### src/rtl/hazard_pkg.sv
// Shared types for the pipeline hazard controller.
package hazard_pkg;

    // Memory-wait sequencer states.
    typedef enum logic [1:0] {
        StRun     = 2'd0,
        StMemWait = 2'd1,
        StAbort   = 2'd2
    } hz_state_e;

    typedef logic [4:0] reg_idx_t;

    // x0 is hardwired to zero, so it never carries a dependency.
    localparam reg_idx_t REG_ZERO = 5'd0;

endpackage

### src/rtl/hazard_match.sv
// Compares the decode-stage source operands against one later-stage destination.
module hazard_match
    import hazard_pkg::*;
(
    input  reg_idx_t rs1_i,
    input  reg_idx_t rs2_i,
    input  logic     rs1_use_i,
    input  logic     rs2_use_i,
    input  reg_idx_t rd_i,
    input  logic     we_i,
    output logic     hit_o
);

    // A hit needs a real (non-x0) write that feeds an operand actually read.
    always_comb begin
        hit_o = we_i && (rd_i != REG_ZERO) &&
                ((rs1_use_i && (rs1_i == rd_i)) || (rs2_use_i && (rs2_i == rd_i)));
    end

endmodule

### src/rtl/hazard_ctrl.sv
// Pipeline sequencer for the 5-stage core: stage enables/flushes, memory-wait FSM
// with timeout, and a saturating stall-cycle counter.
// Build option: HAZARD_FWD_EN -- forwarding present, only load-use stalls.
// Without it any RAW dependency on EX or MEM stalls.
module hazard_ctrl
    import hazard_pkg::*;
#(
    parameter int unsigned MEM_TIMEOUT = 16,
    parameter int unsigned CNT_W       = 32
) (
    input  logic             clk,
    input  logic             rst_n,
    input  reg_idx_t         rs1_D,
    input  reg_idx_t         rs2_D,
    input  logic             rs1_use_D,
    input  logic             rs2_use_D,
    input  reg_idx_t         rd_E,
    input  logic             regwrite_E,
    input  logic             memread_E,
    input  reg_idx_t         rd_M,
    input  logic             regwrite_M,
    input  logic             branch_taken_E,
    input  logic             mem_req_M,
    input  logic             mem_ready_M,
    output logic             pc_en,
    output logic             if_id_en,
    output logic             if_id_flush,
    output logic             id_ex_en,
    output logic             id_ex_flush,
    output logic             ex_mem_en,
    output logic             mem_wb_flush,
    output logic             mem_err,
    output logic [CNT_W-1:0] stall_cycles
);

    localparam int unsigned WCW = (MEM_TIMEOUT > 1) ? $clog2(MEM_TIMEOUT) : 1;
    localparam logic [WCW-1:0] WAIT_LAST = WCW'(MEM_TIMEOUT - 1);

    hz_state_e        state_q, state_d;
    logic [WCW-1:0]   wait_cnt_q, wait_cnt_d;
    logic [CNT_W-1:0] stall_cycles_q, stall_cycles_d;

    logic hit_e, hit_m;
    logic freeze, stall;

    hazard_match u_match_e (
        .rs1_i     (rs1_D),
        .rs2_i     (rs2_D),
        .rs1_use_i (rs1_use_D),
        .rs2_use_i (rs2_use_D),
        .rd_i      (rd_E),
        .we_i      (regwrite_E),
        .hit_o     (hit_e)
    );

    hazard_match u_match_m (
        .rs1_i     (rs1_D),
        .rs2_i     (rs2_D),
        .rs1_use_i (rs1_use_D),
        .rs2_use_i (rs2_use_D),
        .rd_i      (rd_M),
        .we_i      (regwrite_M),
        .hit_o     (hit_m)
    );

    // Decode-stage stall request and memory freeze condition.
    always_comb begin
        freeze = mem_req_M && !mem_ready_M;
`ifdef HAZARD_FWD_EN
        stall  = hit_e && memread_E;
`else
        // Regfile writes before reads, so WB needs no check.
        stall  = hit_e || hit_m;
`endif
    end

    // Memory-wait sequencing; wait_cnt counts consecutive frozen cycles.
    always_comb begin
        state_d    = state_q;
        wait_cnt_d = wait_cnt_q;
        unique case (state_q)
            StRun, StMemWait: begin
                if (freeze) begin
                    if (wait_cnt_q == WAIT_LAST) begin
                        state_d    = StAbort;
                        wait_cnt_d = '0;
                    end else begin
                        state_d    = StMemWait;
                        wait_cnt_d = wait_cnt_q + WCW'(1);
                    end
                end else begin
                    state_d    = StRun;
                    wait_cnt_d = '0;
                end
            end
            StAbort: begin
                state_d    = StRun;
                wait_cnt_d = '0;
            end
            default: begin
                state_d    = StRun;
                wait_cnt_d = '0;
            end
        endcase
    end

    // Stage controls, priority: reset, abort, freeze, redirect, stall.
    always_comb begin
        pc_en        = 1'b1;
        if_id_en     = 1'b1;
        if_id_flush  = 1'b0;
        id_ex_en     = 1'b1;
        id_ex_flush  = 1'b0;
        ex_mem_en    = 1'b1;
        mem_wb_flush = 1'b0;
        mem_err      = 1'b0;
        if (!rst_n) begin
            pc_en        = 1'b0;
            if_id_en     = 1'b0;
            if_id_flush  = 1'b1;
            id_ex_en     = 1'b0;
            id_ex_flush  = 1'b1;
            ex_mem_en    = 1'b0;
            mem_wb_flush = 1'b1;
        end else if (state_q == StAbort) begin
            mem_err      = 1'b1;
            mem_wb_flush = 1'b1;
        end else if (freeze) begin
            pc_en        = 1'b0;
            if_id_en     = 1'b0;
            id_ex_en     = 1'b0;
            ex_mem_en    = 1'b0;
            mem_wb_flush = 1'b1;
        end else if (branch_taken_E) begin
            // Instruction in ID is wrong-path, so any stall it asks for is moot.
            if_id_flush  = 1'b1;
            id_ex_flush  = 1'b1;
        end else if (stall) begin
            pc_en        = 1'b0;
            if_id_en     = 1'b0;
            id_ex_flush  = 1'b1;
        end
    end

    // Saturating count of cycles with the PC held.
    always_comb begin
        stall_cycles_d = stall_cycles_q;
        if (!pc_en && (stall_cycles_q != {CNT_W{1'b1}})) begin
            stall_cycles_d = stall_cycles_q + CNT_W'(1);
        end
        stall_cycles = stall_cycles_q;
    end

    // State and counter registers with synchronous active-low reset.
    always_ff @(posedge clk) begin
        if (!rst_n) begin
            state_q        <= StRun;
            wait_cnt_q     <= '0;
            stall_cycles_q <= '0;
        end else begin
            state_q        <= state_d;
            wait_cnt_q     <= wait_cnt_d;
            stall_cycles_q <= stall_cycles_d;
        end
    end

endmodule
### config.mk
export PLATFORM = sky130hd
export DESIGN_NAME = hazard_ctrl
export DESIGN_NICKNAME = d
export VERILOG_FILES = /design/src/rtl/hazard_pkg.sv /design/src/rtl/hazard_match.sv /design/src/rtl/hazard_ctrl.sv
export SDC_FILE = /design/constraint.sdc
export NUM_CORES = 1
export LEC_CHECK = 0
export CORE_UTILIZATION = 48
export CTS_BUF_LIST = sky130_fd_sc_hd__clkbuf_8
export CTS_CLUSTER_DIAMETER = 150
export DETAILED_ROUTE_END_ITERATION = 8
export HOLD_SLACK_MARGIN = 0.05
export PLACE_DENSITY = 0.82
export SKIP_CTS_REPAIR_TIMING = 1
export SLEW_MARGIN = 20
export SYNTH_ARGS = -nofsm -noshare
export SYNTH_HDL_FRONTEND = slang
export SYNTH_SLANG_ARGS = --single-unit
### constraint.sdc
create_clock -name clk -period 3.3 [get_ports clk]
set_input_delay 0.825 -clock clk [delete_from_list [all_inputs] [get_ports clk]]
set_output_delay 0.825 -clock clk [all_outputs]
set_load 0.01 [all_outputs]
After elaboration in Yosys (flattened, before gate mapping)
Cells that the tools add are included.
{"block": "totals", "regBits": 38, "latch_bits": 0, "ram_bits": 0, "romBits": 0, "inputBits": 30, "out_inout_bits": 40, "word_cells": 60, "mem_count": 0}
{"block": "op_classes", "n_addsub": 2, "multipliers": 0, "n_div": 0, "order_cmp": 0, "n_eq_ne": 8, "n_shift": 0, "n_mux": 23, "bitwise": 3, "n_reduce_logical": 21}
{"op": "adder 32 x 1 -> 32 bit (second input constant)", "n": 1}
{"op": "!= test 32 bit (second input constant)", "n": 1}
{"op": "2-to-1 mux 1 bit", "n": 22}
{"op": "== test 5 bit", "n": 4}
{"op": "logical AND 1 bit", "n": 10}
{"op": "nonzero test 5 bit", "n": 2}
{"op": "adder 4 x 1 -> 4 bit (second input constant)", "n": 1}
{"op": "== test 4 bit (second input constant)", "n": 1}
{"op": "OR reduction 4 bit", "n": 1}
{"op": "logical OR 1 bit", "n": 3}
{"op": "inverter 1 bit", "n": 3}
{"op": "AND reduction 3 bit", "n": 1}
{"op": "== test 2 x 1 -> 1 bit (second input constant)", "n": 1}
{"op": "== test 2 bit (second input constant)", "n": 1}
{"op": "logical NOT 1 bit", "n": 2}
{"op": "logical NOT 2 bit", "n": 1}
{"op": "2-to-1 mux 2 bit", "n": 1}
{"op": "OR reduction 2 bit", "n": 1}

Logic depth before layout (Yosys ltp)
{"block": "logic_depth", "ltp_word": 12, "mapped_depth": 10}

By module
A second synthesis with hierarchy kept.
{"block": "unflattened", "hier_cells": 274, "area_unflattened_um2": 2318.5}
{"mod": "hazard_ctrl", "n_inst": 1, "cells_per_inst": 240, "area_per_inst_um2": 2050.7}
{"mod": "hazard_match", "n_inst": 2, "cells_per_inst": 17, "area_per_inst_um2": 133.9}

Worst setup path before layout
No wires, ideal clock.
{"block": "synth_timing", "kind": "input to output", "startpoint": "input rd_M[0]", "endpoint": "output pc_en", "arrival_ps": 2223, "required_time_ps": 2475, "setup_slack_ps": 252, "stages": 6, "n_path_buf": 1, "cell_sequence": "or4_1 > o21ai_0 > o21bai_1 > a21boi_4 > nor2_1 > buf_4"}
{"block": "synth_via", "elab_chain_len": 10, "elab_cells_between_ends": 14, "classes_between": "eq/ne (2); mux (5); reduce/logical (7)"}
{"item": "start: declaration", "line_no": "hazard_ctrl.sv:20", "text": "input reg_idx_t rd_M,"}
{"item": "== test 5 bit", "line_no": "hazard_match.sv:17", "text": "((rs1_use_i && (rs1_i == rd_i)) || (rs2_use_i && (rs2_i == rd_i)));"}
{"item": "logical AND 1 bit", "line_no": "hazard_match.sv:17"}
{"item": "logical OR 1 bit", "line_no": "hazard_match.sv:17"}
{"item": "logical AND 1 bit *", "line_no": "hazard_match.sv:16", "text": "hit_o = we_i && (rd_i != REG_ZERO) &&"}
{"item": "logical OR 1 bit *", "line_no": "hazard_ctrl.sv:73", "text": "stall = hit_e || hit_m;"}
{"item": "2-to-1 mux 1 bit * (5 in a row)"}
{"item": "end: declaration", "line_no": "hazard_ctrl.sv:25", "text": "output logic pc_en,"}
Every way passes the cells marked *; elsewhere a longest branch is shown, timed or not.

Final worst setup path
{"block": "layout_timing", "startpoint": "input rs2_D[2]", "endpoint": "output id_ex_flush"}
{"block": "layout_via", "elab_chain_len": 10, "elab_cells_between_ends": 14, "classes_between": "eq/ne (2); mux (5); reduce/logical (7)"}
{"item": "start: declaration", "line_no": "hazard_ctrl.sv:14", "text": "input reg_idx_t rs2_D,"}
{"item": "== test 5 bit", "line_no": "hazard_match.sv:17"}
{"item": "logical AND 1 bit", "line_no": "hazard_match.sv:17"}
{"item": "logical OR 1 bit", "line_no": "hazard_match.sv:17"}
{"item": "logical AND 1 bit", "line_no": "hazard_match.sv:16"}
{"item": "logical OR 1 bit *", "line_no": "hazard_ctrl.sv:73"}
{"item": "2-to-1 mux 1 bit *", "line_no": "hazard_ctrl.sv:138", "text": "end else if (stall) begin"}
{"item": "2-to-1 mux 1 bit *", "line_no": "hazard_ctrl.sv:134", "text": "end else if (branch_taken_E) begin"}
{"item": "2-to-1 mux 1 bit *", "line_no": "hazard_ctrl.sv:128", "text": "end else if (freeze) begin"}
{"item": "2-to-1 mux 1 bit *", "line_no": "hazard_ctrl.sv:125", "text": "end else if (state_q == StAbort) begin"}
{"item": "2-to-1 mux 1 bit *", "line_no": "hazard_ctrl.sv:117", "text": "if (!rst_n) begin"}
{"item": "end: declaration", "line_no": "hazard_ctrl.sv:29", "text": "output logic id_ex_flush,"}
Marks and branches as above.

==> reports/qor.txt <==
Startpoint Class - input pin
Top cell family by delay on the critical path - buffers and inverters
WP data arrival - 2440 ps
Width of the die - 70.1 µm
Post-synth cell types - 41
CP Class - input pin to primary output
Setup WS post-layout - 36.5 ps
Die ar. - 0.00491 mm²
Seq. cell area - 761 µm²
Die H - 70.1 µm
Slew Viols, Final - 0
Critical path origin - rs2_D[2]
Place WS - -675 ps
Synthesized area per cell - 8.52 µm²
Vias - 2328
Max-cap violations - 0
Num rows - 24
CP Depth - 9
Dpl cells - 394
CP Cell Sequence - clkdlybuf4s50_1 -> xor2_1 -> nor4_1 -> and3_2 -> o21bai_4 -> buf_4 -> nand2_1 -> a21o_1 -> buf_2
Reg power frac - 48.9%
Synth Net Count - 293
Register area share after synthesis - 34.2%
DRC errors left - 0
Share of cells above drive strength 1 - 16.4%
Total Power - 0.960 mW
Initial antenna violation count - 0
VDD IR max - 0.000213 V
Slew margin rel. - 51.2%
Pin count of the biggest net entering global routing - 30
Reg2reg setup slack - 570 ps
Final ANT Viol Nets - 0
First-pass GRT wire length - 9400 µm
Leak - 1.31 nW
# fillers - 299
Period minus WS final - 3260 ps
Vias in the first global route - 2125
First-pass iteration count of the detailed router - 5
Non-filler instance count after layout - 406
Fin. Hold Viols - 0
TritonCTS buffer count - 5
Total Wirelength - 6160 µm
Post-DP HPWL - 4330 µm
DR WL/cell - 15.2 µm
Clock slew at reported path FFs - 70 ps
Critical path data required time - 2470 ps
Synthesized area - 0.00222 mm²
IO buf count - 68
Core box area - 0.00441 mm²
Register bit total from synthesis - 38
Cell Int Power - 0.717 mW
Power share of the clock group - 34.7%
Hold Slack - 456 ps
Switching share of power - 25.3%
H-Tree Depth - 2
Comb pwr share - 16.4%
Worst stage delay on the critical path - 450 ps
Fin crit share - 98.9%
Crit. End Element - primary output
Actual slew at the worst max-slew pin - 728 ps
Total grt overflow - 0
R2R depth - 8
Syn. warnings - 0
CTS tree - yes
Routability cong. - 0.882
Clock latency on the worst-skew pair - 290 ps
Crit Path Max Fanout - 2
DRT iter0 DRCs - 141
Top FF cell, synth - dfxtp_1
Fin Setup TNS - 0 ps
Area growth, synth to finish - 48.2%
CTS max path bufs - 2
Reg2reg start - stall_cycles[0]$_SDFFE_PN0P_
Hold WC Path Type - flip-flop to flip-flop
CTS Sinks - 38
Async SR Flop Fraction - 0%
Initial Util - 50.4%
Buf/Inv on CP - 3
Final Setup Violations - 0
Number of flops mapped to enable cells by yosys - 0
Power density cells - 291 mW/mm²
IO Count - 70
Antenna diodes - 0
RR Endpoint - stall_cycles[21]$_SDFFE_PN0P_
Net Sw Power - 0.243 mW
Final Skew - 6.26 ps
Critical path endpoint - id_ex_flush
Final net count - 385
Multi-input logic area - 0.00142 mm²
Tot GR Track Use - 23.3%
Root Driver - clkbuf_8
Post-synthesis cell count - 261
Status - finished, final reports clean
Slowest CP cell - clkdlybuf4s50_1
Routed vias/inst - 5.73
Fmax - 306 MHz
power by group through the flow:
| stage | clock network (mW) | registers, mW | logic, mW |
|---|---|---|---|
| 2_1_floorplan | 0 | 0.480 | 0.0643 |
| 3_3_place_gp | 0 | 0.479 | 0.148 |
| 3_5_place_dp | 0 | 0.480 | 0.152 |
| 4_1_cts | 0.342 | 0.469 | 0.153 |
| 5_1_grt | 0.360 | 0.470 | 0.170 |
| 6_report | 0.333 | 0.469 | 0.158 |
final cells by class:
cell class	count	area share (%)
clock buffer	6	2.51
clock inverter	2	0.380
inverter	8	0.911
multi-input combinational	206	43.1
sequential	38	23.1
tap	52	1.97
timing repair buffer	94	28.1
flip-flops by register name, indices dropped and copies added (netlist names):
register,cells
wait_cnt_q,4
stall_cycles,32
state_q,2
Yosys cell counts, types with 7 or more instances:
master | number | area share (%)
a21oi_1 | 18 | 4.1
and2_1 | 7 | 2.0
and3_1 | 8 | 2.3
dfxtp_1 | 38 | 34
inv_1 | 8 | 1.4
nand2_1 | 21 | 3.5
nand2b_1 | 8 | 2.3
nand3_1 | 15 | 3.4
nor2_1 | 13 | 2.2
o21ai_0 | 12 | 2.7
o31ai_1 | 7 | 2.4
or3_1 | 12 | 3.4
or4_1 | 8 | 2.7
xnor2_1 | 7 | 2.8
xor2_1 | 19 | 7.5
cells by family after synthesis:
kind of cell	Yosys count	share of synthesized area, %
mux	5	2.25
simple gates	116	30.2
compound gates	57	17.7
fa+ha+maj	2	1.13
xor+xnor	26	10.2
buf+inv	17	4.22
flops	38	34.2
stage by stage:
| stage | utilization, % | area (µm²) |
|---|---|---|
| after floorplan | - | 2220 |
| after global placement | 69.8 | 3080 |
| after detailed placement | 69.8 | 3080 |
| after CTS | 72.0 | 3180 |
| after global routing | 74.7 | 3300 |
| final | 74.7 | 3300 |
metal layers:
layer  vias up  routed length (µm)  global-route usage (%)
met5         -                   0                       0
met1      1081                2560                    29.1
met2        93                3120                    40.4
li1       1142                   -                       -
met3        12                 388                    5.19
met4         0                 101                    6.22
cell usage in the layout, fill, tap and decap left out, types with 2 or more instances in the layout:
cell	count
a211oi_1	2
a21oi_1	18
and2_1	7
and3_1	6
and4_1	4
buf_4	23
buf_6	2
clkbuf_2	2
clkbuf_8	6
clkdlybuf4s50_1	47
dfxtp_1	38
dlymetal6s2s_1	18
ha_1	2
inv_1	8
mux2i_1	5
nand2_1	21
nand2b_1	8
nand3_1	15
nand4_1	5
nor2_1	12
nor4_1	5
nor4_2	4
o211ai_1	5
o21a_1	2
o21ai_0	11
o21ai_2	3
o31ai_1	7
or3_1	12
or4_1	6
or4_4	3
xnor2_1	7
xor2_1	19
how the worst min path moves through the flow:
stage,startpoint,end,depth (start not counted)
floorplan,wait_cnt_q[0]$_SDFF_PP0_,wait_cnt_q[0]$_SDFF_PP0_,1
global placement,wait_cnt_q[0]$_SDFF_PP0_,wait_cnt_q[0]$_SDFF_PP0_,1
detailed placement,wait_cnt_q[0]$_SDFF_PP0_,wait_cnt_q[0]$_SDFF_PP0_,1
CTS,wait_cnt_q[0]$_SDFF_PP0_,wait_cnt_q[0]$_SDFF_PP0_,1
global route,wait_cnt_q[2]$_SDFF_PP0_,state_q[1]$_SDFF_PN0_,2
finish,wait_cnt_q[0]$_SDFF_PP0_,wait_cnt_q[0]$_SDFF_PP0_,1
(Power assumes the default switching activity.)
